===== src/rtl/fwd_pkg.sv =====
// Shared types and constants for the forwarding/hazard unit.
// Holds the stall FSM state encoding and the fwd_sel register-file code.
package fwd_pkg;

    typedef enum logic {
        IDLE = 1'b0,
        HOLD = 1'b1
    } fsm_state_e;

    localparam int FWD_RF = 0;

    function automatic int sel_w(input int num_src);
        return $clog2(num_src + 1);
    endfunction

endpackage


===== src/rtl/fwd_port_sel.sv =====
// Priority match of one EX source register against all forwarding sources.
// Purely combinational; lowest source index (youngest) wins, r0 never forwards.
module fwd_port_sel
    import fwd_pkg::*;
#(
    parameter int NUM_SRC = 2,
    parameter int REG_AW  = 5,
    localparam int SELW   = sel_w(NUM_SRC)
) (
    input  logic [REG_AW-1:0]         rs,
    input  logic [NUM_SRC-1:0]        src_we,
    input  logic [NUM_SRC*REG_AW-1:0] src_rd,
    output logic [SELW-1:0]           sel
);

    always_comb begin
        sel = SELW'(FWD_RF);
        // Walk oldest to youngest so the youngest match is the last one written.
        for (int s = NUM_SRC - 1; s >= 0; s--) begin
            if (src_we[s] && (src_rd[s*REG_AW +: REG_AW] != '0) &&
                (src_rd[s*REG_AW +: REG_AW] == rs)) begin
                sel = SELW'(s + 1);
            end
        end
        if (rs == '0) begin
            sel = SELW'(FWD_RF);
        end
    end

endmodule


===== src/rtl/forward_hazard_unit.sv =====
// Operand forwarding selects (zero latency) plus load-use stall FSM (LOAD_LAT cycles).
// flush kills the stall at once; FWD_STATS_EN adds saturating stall/forward counters.
module forward_hazard_unit
    import fwd_pkg::*;
#(
    parameter int NUM_SRC  = 2,
    parameter int NUM_RS   = 2,
    parameter int REG_AW   = 5,
    parameter int LOAD_LAT = 1,
    localparam int SELW    = sel_w(NUM_SRC)
) (
    input  logic                      clk,
    input  logic                      rst_n,
    input  logic [NUM_RS*REG_AW-1:0]  rs_ex,
    input  logic [NUM_SRC-1:0]        src_we,
    input  logic [NUM_SRC*REG_AW-1:0] src_rd,
    input  logic [NUM_RS*REG_AW-1:0]  rs_id,
    input  logic                      id_valid,
    input  logic                      ex_is_load,
    input  logic [REG_AW-1:0]         ex_rd,
    input  logic                      flush,
    output logic [NUM_RS*SELW-1:0]    fwd_sel,
    output logic                      stall
`ifdef FWD_STATS_EN
    ,
    output logic [31:0]               stall_cycles,
    output logic [31:0]               fwd_events
`endif
);

    for (genvar p = 0; p < NUM_RS; p++) begin : g_port
        fwd_port_sel #(
            .NUM_SRC (NUM_SRC),
            .REG_AW  (REG_AW)
        ) u_sel (
            .rs     (rs_ex[p*REG_AW +: REG_AW]),
            .src_we (src_we),
            .src_rd (src_rd),
            .sel    (fwd_sel[p*SELW +: SELW])
        );
    end

    fsm_state_e state_q, state_d;
    logic [3:0] cnt_q, cnt_d;
    logic       id_match;
    logic       hazard;
    logic       stall_raw;

    always_comb begin
        id_match = 1'b0;
        for (int p = 0; p < NUM_RS; p++) begin
            if (rs_id[p*REG_AW +: REG_AW] == ex_rd) begin
                id_match = 1'b1;
            end
        end
    end

    assign hazard = id_valid && ex_is_load && (ex_rd != '0) && id_match &&
                    (state_q == IDLE);

    always_comb begin
        state_d   = state_q;
        cnt_d     = cnt_q;
        stall_raw = 1'b0;
        if (flush) begin
            state_d = IDLE;
            cnt_d   = 4'd0;
        end else begin
            case (state_q)
                IDLE: begin
                    if (hazard) begin
                        stall_raw = 1'b1;
                        // The IDLE cycle is the first stall cycle; HOLD covers the rest.
                        if (LOAD_LAT > 1) begin
                            state_d = HOLD;
                            cnt_d   = 4'(LOAD_LAT - 1);
                        end
                    end
                end
                HOLD: begin
                    stall_raw = 1'b1;
                    cnt_d     = cnt_q - 4'd1;
                    if (cnt_q <= 4'd1) begin
                        state_d = IDLE;
                    end
                end
                default: begin
                    state_d = IDLE;
                    cnt_d   = 4'd0;
                end
            endcase
        end
    end

    // Reset must mask the combinational stall even while a hazard is presented.
    assign stall = stall_raw & rst_n;

    always_ff @(posedge clk or negedge rst_n) begin
        if (!rst_n) begin
            state_q <= IDLE;
            cnt_q   <= 4'd0;
        end else begin
            state_q <= state_d;
            cnt_q   <= cnt_d;
        end
    end

`ifdef FWD_STATS_EN
    logic [31:0] stall_cycles_q, stall_cycles_d;
    logic [31:0] fwd_events_q, fwd_events_d;

    always_comb begin
        stall_cycles_d = stall_cycles_q;
        fwd_events_d   = fwd_events_q;
        if (stall && (stall_cycles_q != '1)) begin
            stall_cycles_d = stall_cycles_q + 32'd1;
        end
        if ((|fwd_sel) && (fwd_events_q != '1)) begin
            fwd_events_d = fwd_events_q + 32'd1;
        end
    end

    always_ff @(posedge clk or negedge rst_n) begin
        if (!rst_n) begin
            stall_cycles_q <= 32'd0;
            fwd_events_q   <= 32'd0;
        end else begin
            stall_cycles_q <= stall_cycles_d;
            fwd_events_q   <= fwd_events_d;
        end
    end

    assign stall_cycles = stall_cycles_q;
    assign fwd_events   = fwd_events_q;
`endif

endmodule


===== config.mk =====
export PLATFORM = sky130hd
export DESIGN_NAME = forward_hazard_unit
export DESIGN_NICKNAME = d
export VERILOG_FILES = /design/src/rtl/fwd_pkg.sv /design/src/rtl/fwd_port_sel.sv /design/src/rtl/forward_hazard_unit.sv
export SDC_FILE = /design/constraint.sdc
export NUM_CORES = 1
export LEC_CHECK = 0
export BUFFER_PORTS_ARGS = -buffer_cell sky130_fd_sc_hd__buf_2
export CAP_MARGIN = 25
export CELL_PAD_IN_SITES_DETAIL_PLACEMENT = 2
export CELL_PAD_IN_SITES_GLOBAL_PLACEMENT = 2
export CORE_AREA = 2 2 60 62
export DETAILED_ROUTE_END_ITERATION = 16
export DIE_AREA = 0 0 62 64
export GPL_TIMING_DRIVEN = 0
export PLACE_DENSITY = 0.77
export RECOVER_POWER = 25
export SETUP_SLACK_MARGIN = 0.02
export SYNTH_ARGS = -nofsm -noshare
export SYNTH_HDL_FRONTEND = slang
export SYNTH_SLANG_ARGS = --single-unit
export TNS_END_PERCENT = 5

===== constraint.sdc =====
create_clock -name clk -period 2.13 [get_ports clk]
set_clock_uncertainty 0.1 [all_clocks]
set_input_delay 0.426 -clock clk [delete_from_list [all_inputs] [get_ports clk]]
set_output_delay 0.426 -clock clk [all_outputs]
set_load 0.05 [all_outputs]

==> results.md <==
Global route:
- The total grt overflow is 0.
- The met3 routing resource usage after global routing is 0.0202.
- The maximum number of pins on one net before global-route repair is 7.
- For this run, global-route usage on met2 was measured as 0.220.
- Across every metal layer, demand over resource in global routing totals 0.121.
- The number of antenna violations at the first check in global routing is 0.
- The via count of the first global-routing pass came to 839.
- The global-route wire length before repair is 3760 µm.
- The met1 track demand over resource in global routing is 0.141.
- After global routing, the most crowded layer is met2.

Placed design:
- The congestion estimate from routability-driven global placement came to 0.874.
- The count of placed standard cells including taps is 170.
- The half-perimeter wire length of the detailed placement result is 2050 µm.
- Once placement finished, the instance area stood at 1010 µm².
- The count of buffers inserted at the top-level ports is 46.

Clock network:
- The clock tree from TritonCTS is yes.
- The clock latency on the worst-skew pair is 0.24 ns.
- In this run the number of H-tree levels came out at 1.
- The cell at the root of the clock tree is sky130_fd_sc_hd__clkbuf_4.
- The maximum buffer depth of the clock tree is 2.
- Clock-pin slew was measured on the worst setup and hold paths at 0.04 ns.
- The CTS buffer count is 3.
- For this design, the sink count on the clock tree is 5.

Setup path:
- STA classifies the critical path startpoint as an input port.
- The worst setup path category is in -> out.
- The capturing element type of the critical path is an output pin.
- At the worst endpoint, the required time is 1.60 ns.
- The critical-path maximum fanout is 2.
- Data arrives at the worst endpoint at 1.70 ns.

Layout:
- From synthesis to final layout, the design area changed by 67.6%.
- The post-layout net count is 175.
- The end-of-flow core utilization is 0.331.
- Of the cells placed in the final design, the portion with a size suffix greater than 1 is 0.438.
- The number of antenna cells inserted is 0.
- Summing all non-filler instances in the final layout gives an area of 1090 µm².
- The post-route non-filler standard cell count is 176.

Power:
- Power spread over the standard cell area amounts to 332 nW/µm².
- The worst supply voltage drop on vdd is 0.000220 V.
- The net switching share of the total power is 0.335.
- The internal power is 0.240 mW.
- Of the total power, registers draw 0.264.
- In this run the static leakage power is 0.448 nW.
- In this run the power spent charging and discharging nets is 0.121 mW.
- The proportion of power drawn by combinational gates is 0.432.
- The share of total power dissipated in the clock network is 0.305.

Synth:
- The post-synth net total is 122.
- The post-synthesis share of cell area spent on and, or, nand and nor gates is 0.252.
- By area, the combinational part of the netlist is dominated by XOR/XNOR gates.
- The post-synthesis cell area is 649 µm².
- The number of cells produced by synthesis is 78.
- After synthesis, the netlist uses 21 different library cells.
- The xor-xnor portion of the synthesized cell area is 0.418.
- The post-synthesis compound-gate area fraction is 0.0694.
- The portion of netlist area occupied by mux cells is 0.0173.
- The average cell area after synthesis is 8.33 µm².
- The sequential cell area fraction in the yosys report is 0.193.
- The Yosys warning count is 0.
- Of the total synthesized cell area, the portion taken by full adders, half adders and majority gates is 0.0385.
- Synthesis inferred 5 register bits.

Timing:
- The minimum period implied by the final worst setup slack is 2.23 ns.
- The total count of hold-check failures in the final report is 0.
- Setup violations remaining at the end of the flow were counted as 2.
- The max-slew violation count was 0.
- The final period utilization is 1.05.
- The max-slew headroom at the worst pin is 0.718.
- The final worst hold slack is 0.332 ns.
- For the pin with the worst max-slew slack, the measured transition is 0.420 ns.
- The highest attainable clock frequency is 448 MHz.
- The least setup slack across all paths after layout is -0.100 ns.
- Setup repair after global routing could not meet its margin everywhere.

Route:
- Before antenna repair, the detailed router went through 2 iterations.
- The count of routing violations after the opening detailed-route iteration is 11.
- The total number of vias is 806.
- After detailed routing, the number of remaining DRC violations is 0.
- The average wire per cell in the routed design is 13.4 µm.
- The sum of routed wire length over all layers is 2370 µm.
- Dividing the detail-routed via count by the number of cells gives 4.58.
- The count of nets left with antenna violations after detail routing is 0.

Die:
- In this run the core area contains 21 standard-cell rows.
- The core box area is 3280 µm².
- The die span in y is 64 µm.
- The die is 62 µm wide.
- The floorplan step defined a die boundary enclosing 3970 µm².
- The initial cell density of the core is 0.198.
- The count of boundary I/O pins is 47.

Run status:
- The run finished, with violations left.
- The final reports fail on setup timing.

Hold path:
- The path class of the tightest hold or removal check is in -> reg.

Job:
- The max-capacitance violation count is 0.
-- per-stage QoR --
stage | setup TNS, ns | setup slack, ns | power, mW
2_1_floorplan | -0.673 | -0.337 | 0.171
3_3_place_gp | -0.681 | -0.311 | 0.241
6_report | -0.194 | -0.100 | 0.362
3_5_place_dp | -0.782 | -0.342 | 0.247
4_1_cts | -0.243 | -0.124 | 0.366
5_1_grt | -0.315 | -0.152 | 0.393
-- layout by cell type, fill, tap and decap left out, types with 2 or more instances in the layout --
cell                        n
sky130_fd_sc_hd__nand3_1    2
sky130_fd_sc_hd__ha_1       2
sky130_fd_sc_hd__buf_6      3
sky130_fd_sc_hd__buf_4      4
sky130_fd_sc_hd__nor3_1     5
sky130_fd_sc_hd__o21ai_1    2
sky130_fd_sc_hd__nor2_1     7
sky130_fd_sc_hd__or4_1      2
sky130_fd_sc_hd__buf_2     39
sky130_fd_sc_hd__nand2_1    2
sky130_fd_sc_hd__a21oi_1    2
sky130_fd_sc_hd__nor4_1     2
sky130_fd_sc_hd__clkbuf_4   3
sky130_fd_sc_hd__inv_1      2
sky130_fd_sc_hd__nor4_4     4
sky130_fd_sc_hd__xor2_1    15
sky130_fd_sc_hd__nand4_1    2
sky130_fd_sc_hd__xnor2_1   16
sky130_fd_sc_hd__dfrtp_1    5
-- Yosys cell counts, drive strengths merged --
library cell	number	area [µm²]
xor2	15	131
nand4	2	12.5
a21oi	2	10.0
nor4	6	37.5
mux2	1	11.3
xnor2	16	140
inv	2	7.51
nand2	2	7.51
o21ai	3	18.8
nor3b	1	7.51
nand3	2	10.0
nor4b	1	8.76
a22oi	1	7.51
dfrtp	5	125
nor3	5	25.0
nor2b	1	6.26
or4	3	22.5
o2111ai	1	8.76
ha	2	25.0
nor2	7	26.3
-- area by class of cell --
cell class,instances,area [µm²]
fillers,401,2200
multi-input cells,71,588
repair buffers,48,284
flip-flops and latches,5,125
well taps,46,57.6
clock buffers,4,26.3
inverters,2,7.51
-- per-layer routing --
layer | routed length, µm | share of wire | vias to the layer above
met1 | 992 | 0.42 | 383
met2 | 1160 | 0.49 | 41
li1 | - | - | 382
met3 | 215 | 0.091 | 0
met4 | 0 | 0 | 0
met5 | 0 | 0 | -
-- sequential cells by signal (all words and copies together), names as in the netlist --
name	cells
cnt_q	4
state_q	1
-- power groups by stage --
stage               Clock [mW]  Sequential [mW]  Combinational, mW
CTS                      0.113           0.0953              0.158
global route             0.127           0.0950              0.171
global placement             0           0.0967              0.144
detailed placement           0           0.0967              0.150
floorplan                    0           0.0967             0.0739
finish                   0.110           0.0953              0.156
-- logic make-up (layout without fill, tap and decap cells) --
| kind of cell | after synthesis | in the layout |
|---|---|---|
| buf+inv | 2 | 54 |
| fa+ha+maj | 2 | 2 |
| simple gates | 30 | 30 |
| xor+xnor | 31 | 31 |
| flops | 5 | 5 |
| mux | 1 | 1 |
| compound gates | 7 | 7 |
-- worst paths after layout --
path	from	to	slack (ns)	depth (start not counted)
worst max-delay path	src_rd[2]	fwd_sel[1]	-0.1	6
worst min-delay path	flush	cnt_q[0]	0.33	2
worst max register to register	cnt_q[0]	cnt_q[1]	0.87	4
worst min register to register	cnt_q[3]	cnt_q[3]	0.46	2
max in group asynchronous	rst_n	cnt_q[1]	1.25	2
min in group asynchronous	rst_n	cnt_q[2]	0.48	2
-- worst max-delay path, cell delays in order --
cell and delay, ns:
sky130_fd_sc_hd__buf_8 0.09, sky130_fd_sc_hd__or4_4 0.54, sky130_fd_sc_hd__o21ai_4 0.21, sky130_fd_sc_hd__nor4_4 0.09
sky130_fd_sc_hd__nor4_4 0.15, sky130_fd_sc_hd__buf_6 0.19
-- timing repair --
action                                  4_1_cts  5_1_grt
endpoints found under the setup margin        4        5
hold endpoints to repair                      5        0
setup buffers                                 1        0
pin swaps                                     6        0
gates cloned                                  0        0
resized for setup                            11        4
hold buffers                                  1        0
Power figures use the tool's default switching activity.
